$ cat config.mk
export PLATFORM = sky130hd
export DESIGN_NAME = exu_div_flat
export DESIGN_NICKNAME = d
export VERILOG_FILES = /design/src/rtl/exu_div_if.sv /design/src/rtl/exu_div.sv /design/src/flat_wrapper.sv
export SDC_FILE = /design/constraint.sdc
export NUM_CORES = 1
export LEC_CHECK = 0
export ABC_AREA = 1
export ABC_CLOCK_PERIOD_IN_PS = 2600
export BUFFER_PORTS_ARGS = -buffer_cell sky130_fd_sc_hd__buf_2
export CAP_MARGIN = 15
export CORE_ASPECT_RATIO = 0.9
export CORE_MARGIN = 10
export CORE_UTILIZATION = 43
export DETAILED_ROUTE_END_ITERATION = 7
export GPL_TIMING_DRIVEN = 1
export PLACE_DENSITY = 0.58
export SETUP_SLACK_MARGIN = 0.15
export SLEW_MARGIN = 20
export SYNTH_ARGS = -nofsm -noshare
export SYNTH_HDL_FRONTEND = slang
export SYNTH_SLANG_ARGS = --single-unit
$ cat constraint.sdc
create_clock -name clk -period 2.6 [get_ports clk]
set_input_delay 0.13 -clock clk [delete_from_list [all_inputs] [get_ports clk]]
set_output_delay 0.13 -clock clk [all_outputs]
set_load 0.005 [all_outputs]
$ cat src/rtl/exu_div_if.sv
// Request/response bundle between the ex stage and the iterative divider.
// Handshake is shared with the execute-stage multiplier.
interface exu_div_if #(
  parameter int REG_DATA_WIDTH = 32
);
  logic [REG_DATA_WIDTH-1:0] dividend_i;
  logic [REG_DATA_WIDTH-1:0] divisor_i;
  logic                      start_i;
  logic [3:0]                op_i;
  logic [REG_DATA_WIDTH-1:0] result_o;
  logic                      busy_o;
  logic                      valid_o;

  modport master (
    output dividend_i, divisor_i, start_i, op_i,
    input  result_o, busy_o, valid_o
  );

  modport slave (
    input  dividend_i, divisor_i, start_i, op_i,
    output result_o, busy_o, valid_o
  );
endinterface

$ cat src/rtl/exu_div.sv
// Radix-2 restoring divider for RV32M DIV/DIVU/REM/REMU: 32 iterations on
// operand magnitudes, sign fix-up at the end, single-cycle zero/overflow path.
module exu_div (
  input  logic      clk,
  input  logic      rst_n,
  exu_div_if.slave  bus
);
  localparam int W = 32;

  typedef enum logic [1:0] {IDLE, CALC, OUTPUT} state_e;

  state_e         state_q,   state_d;
  logic [W-1:0]   result_q,  result_d;
  logic           busy_q,    busy_d;
  logic           valid_q,   valid_d;
  logic           signed_q,  signed_d;
  logic           sel_rem_q, sel_rem_d;
  logic           sign_a_q,  sign_a_d;
  logic           sign_b_q,  sign_b_d;
  logic           dz_q,      dz_d;
  logic           ovf_q,     ovf_d;
  logic [W-1:0]   dvd_q,     dvd_d;
  logic [W-1:0]   dvs_q,     dvs_d;
  logic [W-1:0]   quo_q,     quo_d;
  logic [W:0]     prem_q,    prem_d;
  logic [4:0]     count_q,   count_d;

  logic           op_divu, op_rem, op_remu, op_signed, op_sel_rem;
  logic           a_neg, b_neg, div_zero, div_ovf;
  logic [W-1:0]   a_mag, b_mag;
  logic [W:0]     prem_shift, prem_sub;
  logic           prem_ge;
  logic [W-1:0]   quo_fix, rem_fix, quo_out, rem_out;

  // Unrecognised op encodings fall through to signed DIV.
  assign op_divu    = (bus.op_i == 4'b0010);
  assign op_rem     = (bus.op_i == 4'b0100);
  assign op_remu    = (bus.op_i == 4'b1000);
  assign op_signed  = !(op_divu || op_remu);
  assign op_sel_rem = op_rem || op_remu;

  assign a_neg    = op_signed && bus.dividend_i[W-1];
  assign b_neg    = op_signed && bus.divisor_i[W-1];
  assign a_mag    = a_neg ? (~bus.dividend_i + 1'b1) : bus.dividend_i;
  assign b_mag    = b_neg ? (~bus.divisor_i + 1'b1)  : bus.divisor_i;
  assign div_zero = (bus.divisor_i == '0);
  assign div_ovf  = op_signed && (bus.dividend_i == {1'b1, {(W-1){1'b0}}})
                    && (bus.divisor_i == '1);

  assign prem_shift = {prem_q[W-1:0], dvd_q[W-1]};
  assign prem_sub   = prem_shift - {1'b0, dvs_q};
  assign prem_ge    = (prem_shift >= {1'b0, dvs_q});

  assign quo_fix = (sign_a_q ^ sign_b_q) ? (~quo_q + 1'b1) : quo_q;
  assign rem_fix = sign_a_q ? (~prem_q[W-1:0] + 1'b1) : prem_q[W-1:0];

  always_comb begin
    quo_out = quo_fix;
    rem_out = rem_fix;
    if (dz_q) begin
      // dvd_q holds the raw dividend on the fast path.
      quo_out = '1;
      rem_out = dvd_q;
    end else if (ovf_q) begin
      quo_out = {1'b1, {(W-1){1'b0}}};
      rem_out = '0;
    end
  end

  always_comb begin
    state_d   = state_q;
    result_d  = result_q;
    busy_d    = busy_q;
    valid_d   = valid_q;
    signed_d  = signed_q;
    sel_rem_d = sel_rem_q;
    sign_a_d  = sign_a_q;
    sign_b_d  = sign_b_q;
    dz_d      = dz_q;
    ovf_d     = ovf_q;
    dvd_d     = dvd_q;
    dvs_d     = dvs_q;
    quo_d     = quo_q;
    prem_d    = prem_q;
    count_d   = count_q;

    unique case (state_q)
      IDLE: begin
        valid_d = 1'b0;
        if (!bus.start_i) begin
          busy_d = 1'b0;
        end else begin
          busy_d    = 1'b1;
          signed_d  = op_signed;
          sel_rem_d = op_sel_rem;
          sign_a_d  = a_neg;
          sign_b_d  = b_neg;
          dz_d      = div_zero;
          ovf_d     = div_ovf;
          if (div_zero || div_ovf) begin
            dvd_d   = bus.dividend_i;
            state_d = OUTPUT;
          end else begin
            dvd_d   = a_mag;
            dvs_d   = b_mag;
            quo_d   = '0;
            prem_d  = '0;
            count_d = '0;
            state_d = CALC;
          end
        end
      end

      CALC: begin
        if (!bus.start_i) begin
          busy_d  = 1'b0;
          state_d = IDLE;
        end else begin
          dvd_d   = {dvd_q[W-2:0], 1'b0};
          prem_d  = prem_ge ? prem_sub : prem_shift;
          quo_d   = {quo_q[W-2:0], prem_ge};
          count_d = count_q + 5'd1;
          if (count_q == 5'd31) begin
            state_d = OUTPUT;
          end
        end
      end

      OUTPUT: begin
        result_d = sel_rem_q ? rem_out : quo_out;
        valid_d  = 1'b1;
        busy_d   = 1'b0;
        state_d  = IDLE;
      end

      default: begin
        state_d = IDLE;
      end
    endcase
  end

  always_ff @(posedge clk or negedge rst_n) begin
    if (!rst_n) begin
      state_q   <= IDLE;
      result_q  <= '0;
      busy_q    <= 1'b0;
      valid_q   <= 1'b0;
      signed_q  <= 1'b0;
      sel_rem_q <= 1'b0;
      sign_a_q  <= 1'b0;
      sign_b_q  <= 1'b0;
      dz_q      <= 1'b0;
      ovf_q     <= 1'b0;
      dvd_q     <= '0;
      dvs_q     <= '0;
      quo_q     <= '0;
      prem_q    <= '0;
      count_q   <= '0;
    end else begin
      state_q   <= state_d;
      result_q  <= result_d;
      busy_q    <= busy_d;
      valid_q   <= valid_d;
      signed_q  <= signed_d;
      sel_rem_q <= sel_rem_d;
      sign_a_q  <= sign_a_d;
      sign_b_q  <= sign_b_d;
      dz_q      <= dz_d;
      ovf_q     <= ovf_d;
      dvd_q     <= dvd_d;
      dvs_q     <= dvs_d;
      quo_q     <= quo_d;
      prem_q    <= prem_d;
      count_q   <= count_d;
    end
  end

  assign bus.result_o = result_q;
  assign bus.busy_o   = busy_q;
  assign bus.valid_o  = valid_q;
endmodule

$ cat src/flat_wrapper.sv
// flat-port wrapper written by rule: the top's interface ports become plain ports
module exu_div_flat 
  (clk, rst_n, bus_dividend_i, bus_divisor_i, bus_start_i, bus_op_i, bus_result_o, bus_busy_o, bus_valid_o);
  exu_div_if #(.REG_DATA_WIDTH(32)) bus_i ();
  input  logic clk;
  input  logic rst_n;
  input wire logic [$bits(bus_i.dividend_i)-1:0] bus_dividend_i;
  input wire logic [$bits(bus_i.divisor_i)-1:0] bus_divisor_i;
  input wire logic [$bits(bus_i.start_i)-1:0] bus_start_i;
  input wire logic [$bits(bus_i.op_i)-1:0] bus_op_i;
  output wire logic [$bits(bus_i.result_o)-1:0] bus_result_o;
  output wire logic [$bits(bus_i.busy_o)-1:0] bus_busy_o;
  output wire logic [$bits(bus_i.valid_o)-1:0] bus_valid_o;
  assign bus_i.dividend_i = bus_dividend_i;
  assign bus_i.divisor_i = bus_divisor_i;
  assign bus_i.start_i = bus_start_i;
  assign bus_i.op_i = bus_op_i;
  assign bus_result_o = bus_i.result_o;
  assign bus_busy_o = bus_i.busy_o;
  assign bus_valid_o = bus_i.valid_o;
  exu_div u_core (.clk(clk), .rst_n(rst_n), .bus(bus_i));
endmodule
**Word level (Yosys, flattened, before mapping)**

Index checks and enable logic that the tools add are counted.

- Register bits after elaboration: 174
- Input port bits: 71
- Output and inout port bits: 34
- Logic and storage cells: 94

- Add/subtract/negate cells: 6
- Order comparisons: 1
- Equal/unequal tests: 13
- Muxes and demuxes: 35
- Bitwise gates (word level): 6
- Reduce and logical (&&, ||, !) cells: 19

Operators by type and width:

| operator | count |
|---|---|
| $mux 32 | 19 |
| $pmux 32 s2 | 3 |
| $add 32x1->32 const B | 4 |
| $not 32->32 | 4 |
| $eq 32x32->1 const B | 2 |
| $ge 33x32->1 | 1 |
| $logic_not 32->1 | 1 |
| $sub 32x32->32 | 1 |
| $mux 5 | 3 |
| $pmux 5 s2 | 1 |
| $mux 2 | 4 |
| $ne 2x2->1 const B | 4 |
| $reduce_and 2->1 | 3 |
| $reduce_and 3->1 | 2 |
| $add 5x1->5 const B | 1 |
| $eq 5x5->1 const B | 1 |
| $eq 4x2->1 const B | 1 |
| $eq 4x3->1 const B | 1 |
| $eq 4x4->1 const B | 1 |
| $logic_and 1x1->1 | 4 |
| $pmux 2 s2 | 1 |
| $reduce_and 4->1 | 1 |
| $reduce_bool 2->1 | 2 |
| $logic_or 1x1->1 | 3 |
| other kinds (11) | 12 |

**Longest topological paths before layout**

Gate-level depths: netlist of the first run.

- Depth after elaboration: 9
- Mapped depth: 16
- Gate-level depth less buffers: 16

**Least setup slack after synthesis of the first run**

Ideal clock, no wire load.

- Kind: register -> register
- Start: reg u_core.prem_q[27]
- End: reg u_core.prem_q[5]
- Library setup time: 0.122 ns
- Arrival: 1.949 ns
- Data required time: 2.478 ns
- Setup slack: 0.530 ns
- Cell stages (with the launch flop): 13
- Path buffers: 1
- Period minus slack after synthesis: 2.070 ns
- Cells stage by stage: dfrtp_1 ha_1 nand2_1 inv_1 nand2_1 nand3_1 a21oi_1 nand2_1 nor2_1 clkbuf_1 nand3_1 nand3_1 o21ai_2

- Cells in the longest elaborated chain, start to end: 4

Ends and longest elaborated chain:

| what | RTL line | RTL |
|---|---|---|
| start: declaration | exu_div.sv:25 | `logic [W:0] prem_q, prem_d;` |
| start signal: assignment | exu_div.sv:173 | `prem_q <= prem_d;` |
| $ge 33x32->1 | exu_div.sv:52 | `assign prem_ge = (prem_shift >= {1'b0, dvs_q});` |
| $mux 32 | exu_div.sv:120 | `prem_d = prem_ge ? prem_sub : prem_shift;` |
| $mux 32 | exu_div.sv:115 | `if (!bus.start_i) begin` |
| $pmux 32 s2 | exu_div.sv:87 | `unique case (state_q)` |

Every way passes these cells. The select of a mux whose other input is x is not followed.
A chain may end at the register's enable or synchronous reset.

**Worst setup path after layout of the first run**

- Start: reg u_core.prem_q[24]
- End: reg u_core.prem_q[29]

- Cells in the longest elaborated chain, start to end: 4
- Elaborated cells on any way between the ends: 5
- Those cells by class: add/sub: 1; order compare: 1; mux: 3

Ends and longest elaborated chain:

| what | RTL line |
|---|---|
| $sub 32x32->32 / $ge 33x32->1 (equally long branches) | exu_div.sv:51, exu_div.sv:52 |
| $mux 32 * | exu_div.sv:120 |
| $mux 32 * | exu_div.sv:115 |
| $pmux 32 s2 * | exu_div.sv:87 |

Mark *: on every way between the ends. The rest lies on a longest branch, timed or not. The select of a mux whose other input is x is not followed.

==> reports/qor.yml, run 1 <==
detailed_routing:
  via_per_inst: 5.33
  dr.pass1.iters: 5
  drc: 0
  drtAntennaViolNets: 0
  drt-initial-drc-count: 1559
  avgRoutedWirePerCell_um: 18.2
  wl_um: 57500
  num_vias: 16878
placement:
  port_buffers: 104
  dpl_cell_area_um2: 16700
  place_congestion: 0.949
  dp_hpwl_um: 45400
yosys:
  ys_ff_latch: 174
  syn_inst: 2578
  syn-cell-area_um2: 15400
  seq_area_frac_synth: 0.283
  ys_types: 45
  yosysTopAreaCell: "dfrtp_1"
  netlist.area_leader.share: 0.283
  synth.avg_cell_area_um2: 5.97
  ys_async_sr_fraction: 1.00
  synthTopCellsByArea: "dfrtp_1 (28%), nand2_1 (22%), nand3_1 (8.7%), inv_1 (7.9%), nor2_1 (6.5%)"
  ys.flop_type: "dfrtp_1"
  synth_edf_count: 0
  ys_warn_count: 0
  syn-num-nets: 2693
global_route:
  globalRoute.totalOverflow: 0
  grt_start_max_net_pins: 63
  grt_pass1_vias: 15867
  grt_pass1_wl_um: 89400
  antenna_found_initial: 0
  gr-usage-all-layers: 0.261
worst_setup_path:
  crit_top_cell: "nand2_1"
  crit_chain: "ha_1 -> nand2_1 -> nor2_2 -> nand2_1 -> nor2_1 -> nand2_1 -> nand2_2 -> buf_6 -> nand3_1 -> nand3_1 -> nand2_1"
  crit_family: "simple AND/OR/NAND/NOR gates"
  start_kind: "flop"
  cp-end-kind: "flop"
  slowest_delay_ns: 0.44
  critPathRequiredTime_ns: 2.93
  cpMaxStageDelayCell: "dfrtp_1"
  path_buf_inv: 1
  worstPathMaxFanout: 14
  timing.rr.start: "u_core.prem_q[24]$_DFFE_PN0P_"
  worstSetupPathType: "reg -> reg"
  crit_arrival_ns: 2.66
  startpoint: "u_core.prem_q[24]$_DFFE_PN0P_"
sta:
  clock.fmax_mhz: 430
  fin_worst_skew_ns: 0.0184
  rsz0062_at_grt: "false"
  hold_violations: 0
  fin_setup_tns_ns: 0
  setup_viol: 0
  maxSlewHeadroom: 0.535
  drv_slew: 0
  tightest_slew_ns: 0.696
  min_period_ns: 2.32
  period_share: 0.894
cells_and_area:
  antenna_cells: 0
  final_nets: 2802
  layout-drive-gt1-share: 0.123
  synthToLayoutAreaGrowth_pct: 14.5
  fin_area_um2: 17600
  postLayoutCoreUtil: 0.500
job:
  max_cap_violations: 0
clock_tree:
  cts.sinks: 174
  cts_buffers: 17
  cts_tree: "built"
  cts_max_level: 4
  clockBufferDepth: 2
  worstSkewPairLatency_ns: 0.46
  clk_pin_slew_ns: 0.08
  clockRootBuffer: "clkbuf_16"
outcome:
  status: "finished clean"
hold_path:
  holdCritPathClass: "in -> reg"
  hp-start: "bus_dividend_i[0]"
floorplan:
  fp.dieH_um: 199
  core_area_um2: 35200
  die_w_um: 219
  num_io_pins: 105
  rows: 65
  die_area_um2: 43800
  initial_utilization: 0.437
power_and_ir_drop:
  ir_drop_mv: 0.763
  power_density_nw_per_um2: 1340
  p_leak_nw: 9.67
## where the power goes
group	internal (mW)	leakage (nW)	switching [mW]
Clock	1.52	0.297	1.22
Sequential	3.69	2.28	0.902
Combinational	5.39	7.09	10.8
Total	10.6	9.67	13.0
## through the flow
stage / power (mW) / instances / hold WS [ns] / setup slack, ns
6_report: 23.6 / 3169 / 0.0277 / 0.276
2_1_floorplan: 14.5 / 2578 / -0.166 / 0.530
4_1_cts: 22.7 / 3168 / 0.00367 / 0.145
3_5_place_dp: 19.8 / 3132 / 0.0957 / 0.0236
5_1_grt: 25.7 / 3169 / 0.0271 / 0.147
3_3_place_gp: 19.8 / 3132 / 0.0782 / 0.0645
## cell families after synthesis
logic type	synth area share
adder cells (fa/ha/maj)	0.0363
buffers and inverters	0.111
AND/OR/NAND/NOR	0.422
XOR/XNOR	0.0296
flip-flops	0.283
AO/OA/AOI/OAI	0.118
## sequential cells by signal (all words and copies together) (netlist names), 2 cells and up
name,flops
u_core.dvd_q,32
u_core.state_q,2
u_core.dvs_q,32
u_core.quo_q,32
u_core.prem_q,32
u_core.bus.result_o,32
u_core.count_q,5
## metal layers
| layer | up-vias | share of wire | track usage | routed length, um |
|---|---|---|---|---|
| met2 | 585 | 0.44 | 0.404 | 25300 |
| met1 | 7849 | 0.47 | 0.376 | 27200 |
| li1 | 8407 | - | - | - |
| met5 | - | 0 | 0 | 0 |
| met4 | 0 | 0.012 | 0.0531 | 710 |
| met3 | 37 | 0.076 | 0.0414 | 4360 |
## tightest hold or removal path: stages
cell and delay [ns]:
buf_2 0.09, inv_1 0.11, o31ai_1 0.09
## cell usage after synthesis (all sizes together), types with 2 or more instances
| cell type | n |
|---|---|
| nor2 | 275 |
| xor2 | 36 |
| o41ai | 2 |
| inv | 336 |
| clkbuf | 53 |
| o22ai | 2 |
| ha | 43 |
| a21oi | 91 |
| o21ai | 213 |
| o21a | 2 |
| nand4 | 38 |
| xnor2 | 16 |
| nor3 | 17 |
| o31ai | 5 |
| o21bai | 4 |
| buf | 37 |
| nand3b | 7 |
| clkinv | 4 |
| dfrtp | 174 |
| o211ai | 4 |
| a32o | 2 |
| nand3 | 289 |
| a31oi | 5 |
| or2 | 4 |
| and2 | 6 |
| nand2 | 908 |
## layout make-up
| type | count | area [um2] |
|---|---|---|
| Fill cell | 3768 | 17600 |
| Multi-Input combinational cell | 1974 | 9580 |
| Sequential cell | 174 | 4360 |
| Inverter | 340 | 1280 |
| Timing Repair Buffer | 180 | 1200 |
| Tap cell | 469 | 587 |
| Clock buffer | 20 | 467 |
| Clock inverter | 12 | 150 |
## repair_timing
item | 4_1_cts | 5_1_grt
resized for setup | 12 | 50
setup endpoints to repair | 32 | 41
hold buffers | 4 | 0
setup buffers | 0 | 1
pin swaps | 0 | 3
endpoints found under the hold margin | 36 | 0
## final timing paths
path | endpoint | slack (ns) | cells past startpoint
min reg2reg | u_core.bus.result_o[11]$_DFFE_PN0P_ | 0.48 | 2
max | u_core.prem_q[29]$_DFFE_PN0P_ | 0.28 | 11
min in group asynchronous | u_core.prem_q[22]$_DFFE_PN0P_ | 0.15 | 2
min | u_core.dvd_q[0]$_DFFE_PN0P_ | 0.03 | 3
max reg2reg | u_core.prem_q[29]$_DFFE_PN0P_ | 0.28 | 11
max in group asynchronous | u_core.bus.result_o[19]$_DFFE_PN0P_ | 1.72 | 3
## cells in the final DEF, fill, tap and decap left out, types with 42 or more instances in the layout
cell     count
o21ai_0    150
buf_2      103
nor2_1     253
buf_4       63
nand3_1    268
dfrtp_1    173
o21ai_1     42
nand2_1    891
a21oi_1     89
inv_1      319
Power figures use the tool's default switching activity.
==> run 2, diff against run 1 <==
- CELL_PAD_IN_SITES_DETAIL_PLACEMENT: unset -> 1
- CELL_PAD_IN_SITES_GLOBAL_PLACEMENT: unset -> 2
- CORE_UTILIZATION: 43 -> 33
- HOLD_SLACK_MARGIN: unset -> 0.12
- PLACE_DENSITY: 0.58 -> 0.79
==> run 2 against run 1 <==
Net effect:
- sequential power grew 0.9%
- total power grew 4.9%
- critical path depth shrank 1
- largest cell class unchanged
- setup slack lost 0.039 ns
- highest routed layer unchanged
- flip-flop and latch count is the same
- core utilization shrank 9.2 points
- non-clock buffer count grew 83
- clock-buffer cell count is the same
- clock skew shrank 0.0025 ns
- routed wire length grew 17%
- via count grew 3.9%
- register-to-register slack lost 0.04 ns
- critical endpoint is now u_core.bus.result_o[9]$_DFFE_PN0P_
==> reports/qor.yml, run 2 (same netlist as run 1, synthesis figures left out) <==
outcome:
  status: "finished clean"  # unchanged
worst_setup_path:
  start_kind: "flop"  # unchanged
  path_buf_inv: 1  # unchanged
  slowest_delay_ns: 0.57  # was 0.44 ns
  critPathRequiredTime_ns: 3.02  # was 2.93 ns
  worstPathMaxFanout: 4  # was 14
  cpMaxStageDelayCell: "o21ai_0"  # was dfrtp_1
  crit_chain: "buf_4 -> nor2_1 -> nand2_1 -> nor2_2 -> nand2_1 -> nand2_1 -> nor2_1 -> o21ai_0 -> nand3_1 -> nand2_1"  # was ha_1 -> nand2_1 -> nor2_2 -> nand2_1 -> nor2_1 -> nand2_1 -> nand2_2 -> buf_6 -> nand3_1 -> nand3_1 -> nand2_1
  worstSetupPathType: "reg -> reg"  # unchanged
  crit_family: "simple AND/OR/NAND/NOR gates"  # unchanged
  cp-end-kind: "flop"  # unchanged
  crit_top_cell: "nand2_1"  # unchanged
  crit_arrival_ns: 2.78  # was 2.66 ns
placement:
  place_congestion: 0.923  # was 0.949
  pre_cts_ws_ns: 0.0396  # was 0.0236 ns
  dpl.cell_count: 3291  # was 3,132
  dp_hpwl_um: 52800  # was 45,400 um
  port_buffers: 104  # unchanged
clock_tree:
  cts_tree: "built"  # unchanged
  cts.sinks: 174  # unchanged
  worstSkewPairLatency_ns: 0.50  # was 0.46 ns
  cts_max_level: 4  # unchanged
  clockBufferDepth: 2  # unchanged
  clockRootBuffer: "clkbuf_16"  # unchanged
  clk_pin_slew_ns: 0.07  # was 0.08 ns
  cts_buffers: 17  # unchanged
sta:
  fin_worst_skew_ns: 0.0159  # was 0.0184 ns
  fin_setup_tns_ns: 0  # unchanged
  drv_slew: 0  # unchanged
  period_share: 0.909  # was 0.894
  min_period_ns: 2.36  # was 2.32 ns
  holdWs_ns: 0.157  # was 0.0277 ns
  setup_slack_ns: 0.237  # was 0.276 ns
  tightest_slew_ns: 0.699  # was 0.696 ns
  rsz0062_at_grt: "false"  # unchanged
  clock.fmax_mhz: 423  # was 430 MHz
  maxSlewHeadroom: 0.529  # was 0.535
  hold_violations: 0  # unchanged
  setup_viol: 0  # unchanged
cells_and_area:
  layout-drive-gt1-share: 0.136  # was 0.123
  fillers: 6133  # was 3,768
  final_nets: 2885  # was 2,802
  synthToLayoutAreaGrowth_pct: 21.3  # was 14.5%
  final_cell_mix: "nand2_1 (884), inv_1 (315), nand3_1 (267)"  # was nand2_1 (891), inv_1 (319), nand3_1 (268)
  antenna_cells: 0  # unchanged
  stdcell_count: 3391  # was 3,169
  final_common_cell: "nand2_1"  # unchanged
global_route:
  grt_start_max_net_pins: 63  # unchanged
  globalRoute.totalOverflow: 0  # unchanged
  grt_pass1_vias: 18062  # was 15.9k
  grt_pass1_wl_um: 104000  # was 89,400 um
  gr-usage-all-layers: 0.240  # was 0.261
  antenna_found_initial: 1  # was 0
hold_path:
  holdCritPathClass: "in -> reg"  # unchanged
power_and_ir_drop:
  switching_power_mw: 13.9  # was 13.0 mW
  power_density_nw_per_um2: 1320  # was 1340 nW/um2
  power.internal_mw: 10.8  # was 10.6 mW
  p_comb_frac: 0.708  # was 0.689
  switching_share: 0.563  # was 0.550
  p_leak_nw: 10.0  # was 9.67 nW
  power.share.clock: 0.104  # was 0.116
  power_frac_seq: 0.187  # was 0.195
  ir_drop_mv: 0.555  # was 0.763 mV
floorplan:
  num_io_pins: 105  # unchanged
  core_area_um2: 45700  # was 35,200 um2
  die_w_um: 248  # was 219 um
  rows: 74  # was 65
  die_area_um2: 55700  # was 43,800 um2
  fp.dieH_um: 225  # was 199 um
  initial_utilization: 0.336  # was 0.437
detailed_routing:
  drtAntennaViolNets: 0  # unchanged
  drt-initial-drc-count: 1213  # was 1,559
  dr.pass1.iters: 5  # unchanged
  via_per_inst: 5.17  # was 5.33
  drc: 0  # unchanged
  avgRoutedWirePerCell_um: 19.9  # was 18.2 um
  wl_um: 67400  # was 57,500 um
  num_vias: 17543  # was 16.9k
job:
  max_cap_violations: 0  # unchanged
## run 2: cell count changes in the layout (fill, tap and decap cells not counted), moves of 6 or more
cell / delta
buf_4: +20
ha_4: +7
nand2_1: -7
nand2_2: +6
dlygate4sd3_1: +61
ha_1: -8
## run 2: area by class of cell
cell class / instances / area [um2] / share of cell area
clock inverters: 12 / 106 / 0.00570
flip-flops and latches: 174 / 4360 / 0.234
clock buffers: 20 / 447 / 0.0239
repair buffers: 263 / 1990 / 0.107
multi-input cells: 1974 / 9720 / 0.521
well taps: 608 / 761 / 0.0408
inverters: 340 / 1280 / 0.0687
## run 2: final timing paths
| check | slack, ns | cells past startpoint | start | end |
|---|---|---|---|---|
| min in group asynchronous | 0.19 | 2 | rst_n | u_core.prem_q[21]$_DFFE_PN0P_ |
| max in group asynchronous | 1.61 | 3 | rst_n | u_core.dvs_q[6]$_DFFE_PN0P_ |
| min reg2reg | 0.48 | 2 | u_core.bus.result_o[14]$_DFFE_PN0P_ | u_core.bus.result_o[14]$_DFFE_PN0P_ |
| max | 0.24 | 10 | u_core.prem_q[3]$_DFFE_PN0P_ | u_core.bus.result_o[9]$_DFFE_PN0P_ |
| max reg2reg | 0.24 | 10 | u_core.prem_q[3]$_DFFE_PN0P_ | u_core.bus.result_o[9]$_DFFE_PN0P_ |
| min | 0.16 | 5 | bus_dividend_i[21] | u_core.dvd_q[21]$_DFFE_PN0P_ |
## run 2: what timing repair did
action	CTS	global route
pin swaps	0	8
endpoints found under the setup margin	33	73
gates resized for setup	14	92
hold endpoints to repair	158	0
cloned	0	0
setup buffers	0	3
hold buffers	65	0
## run 2: power by group through the flow
stage	logic, mW	registers, mW	clock network, mW
after floorplan	10.2	4.31	0
after global placement	15.8	4.56	0
after detailed placement	16.1	4.58	0
after CTS	16.4	4.56	2.64
after global routing	19.4	4.73	2.74
final	17.5	4.63	2.58
## run 2: routing by layer
layer  global-route usage  share of wire
met5                    0              0
met4               0.0700          0.021
met3               0.0328          0.042
met2                0.384           0.46
met1                0.331           0.48
## run 2: tightest hold or removal path: stages
cell and delay [ns]:
buf_2 0.16, nand2_1 0.07, nand3_1 0.13, nand2_1 0.07
nand2_1 0.05
## run 2: stage by stage
step / area [um2] / util / total power, mW
global placement: 17000 / 0.372 / 20.3
detailed placement: 17000 / 0.372 / 20.6
finish: 18700 / 0.408 / 24.7
global route: 18700 / 0.408 / 26.9
floorplan: 15400 / - / 14.5
CTS: 18300 / 0.400 / 23.6
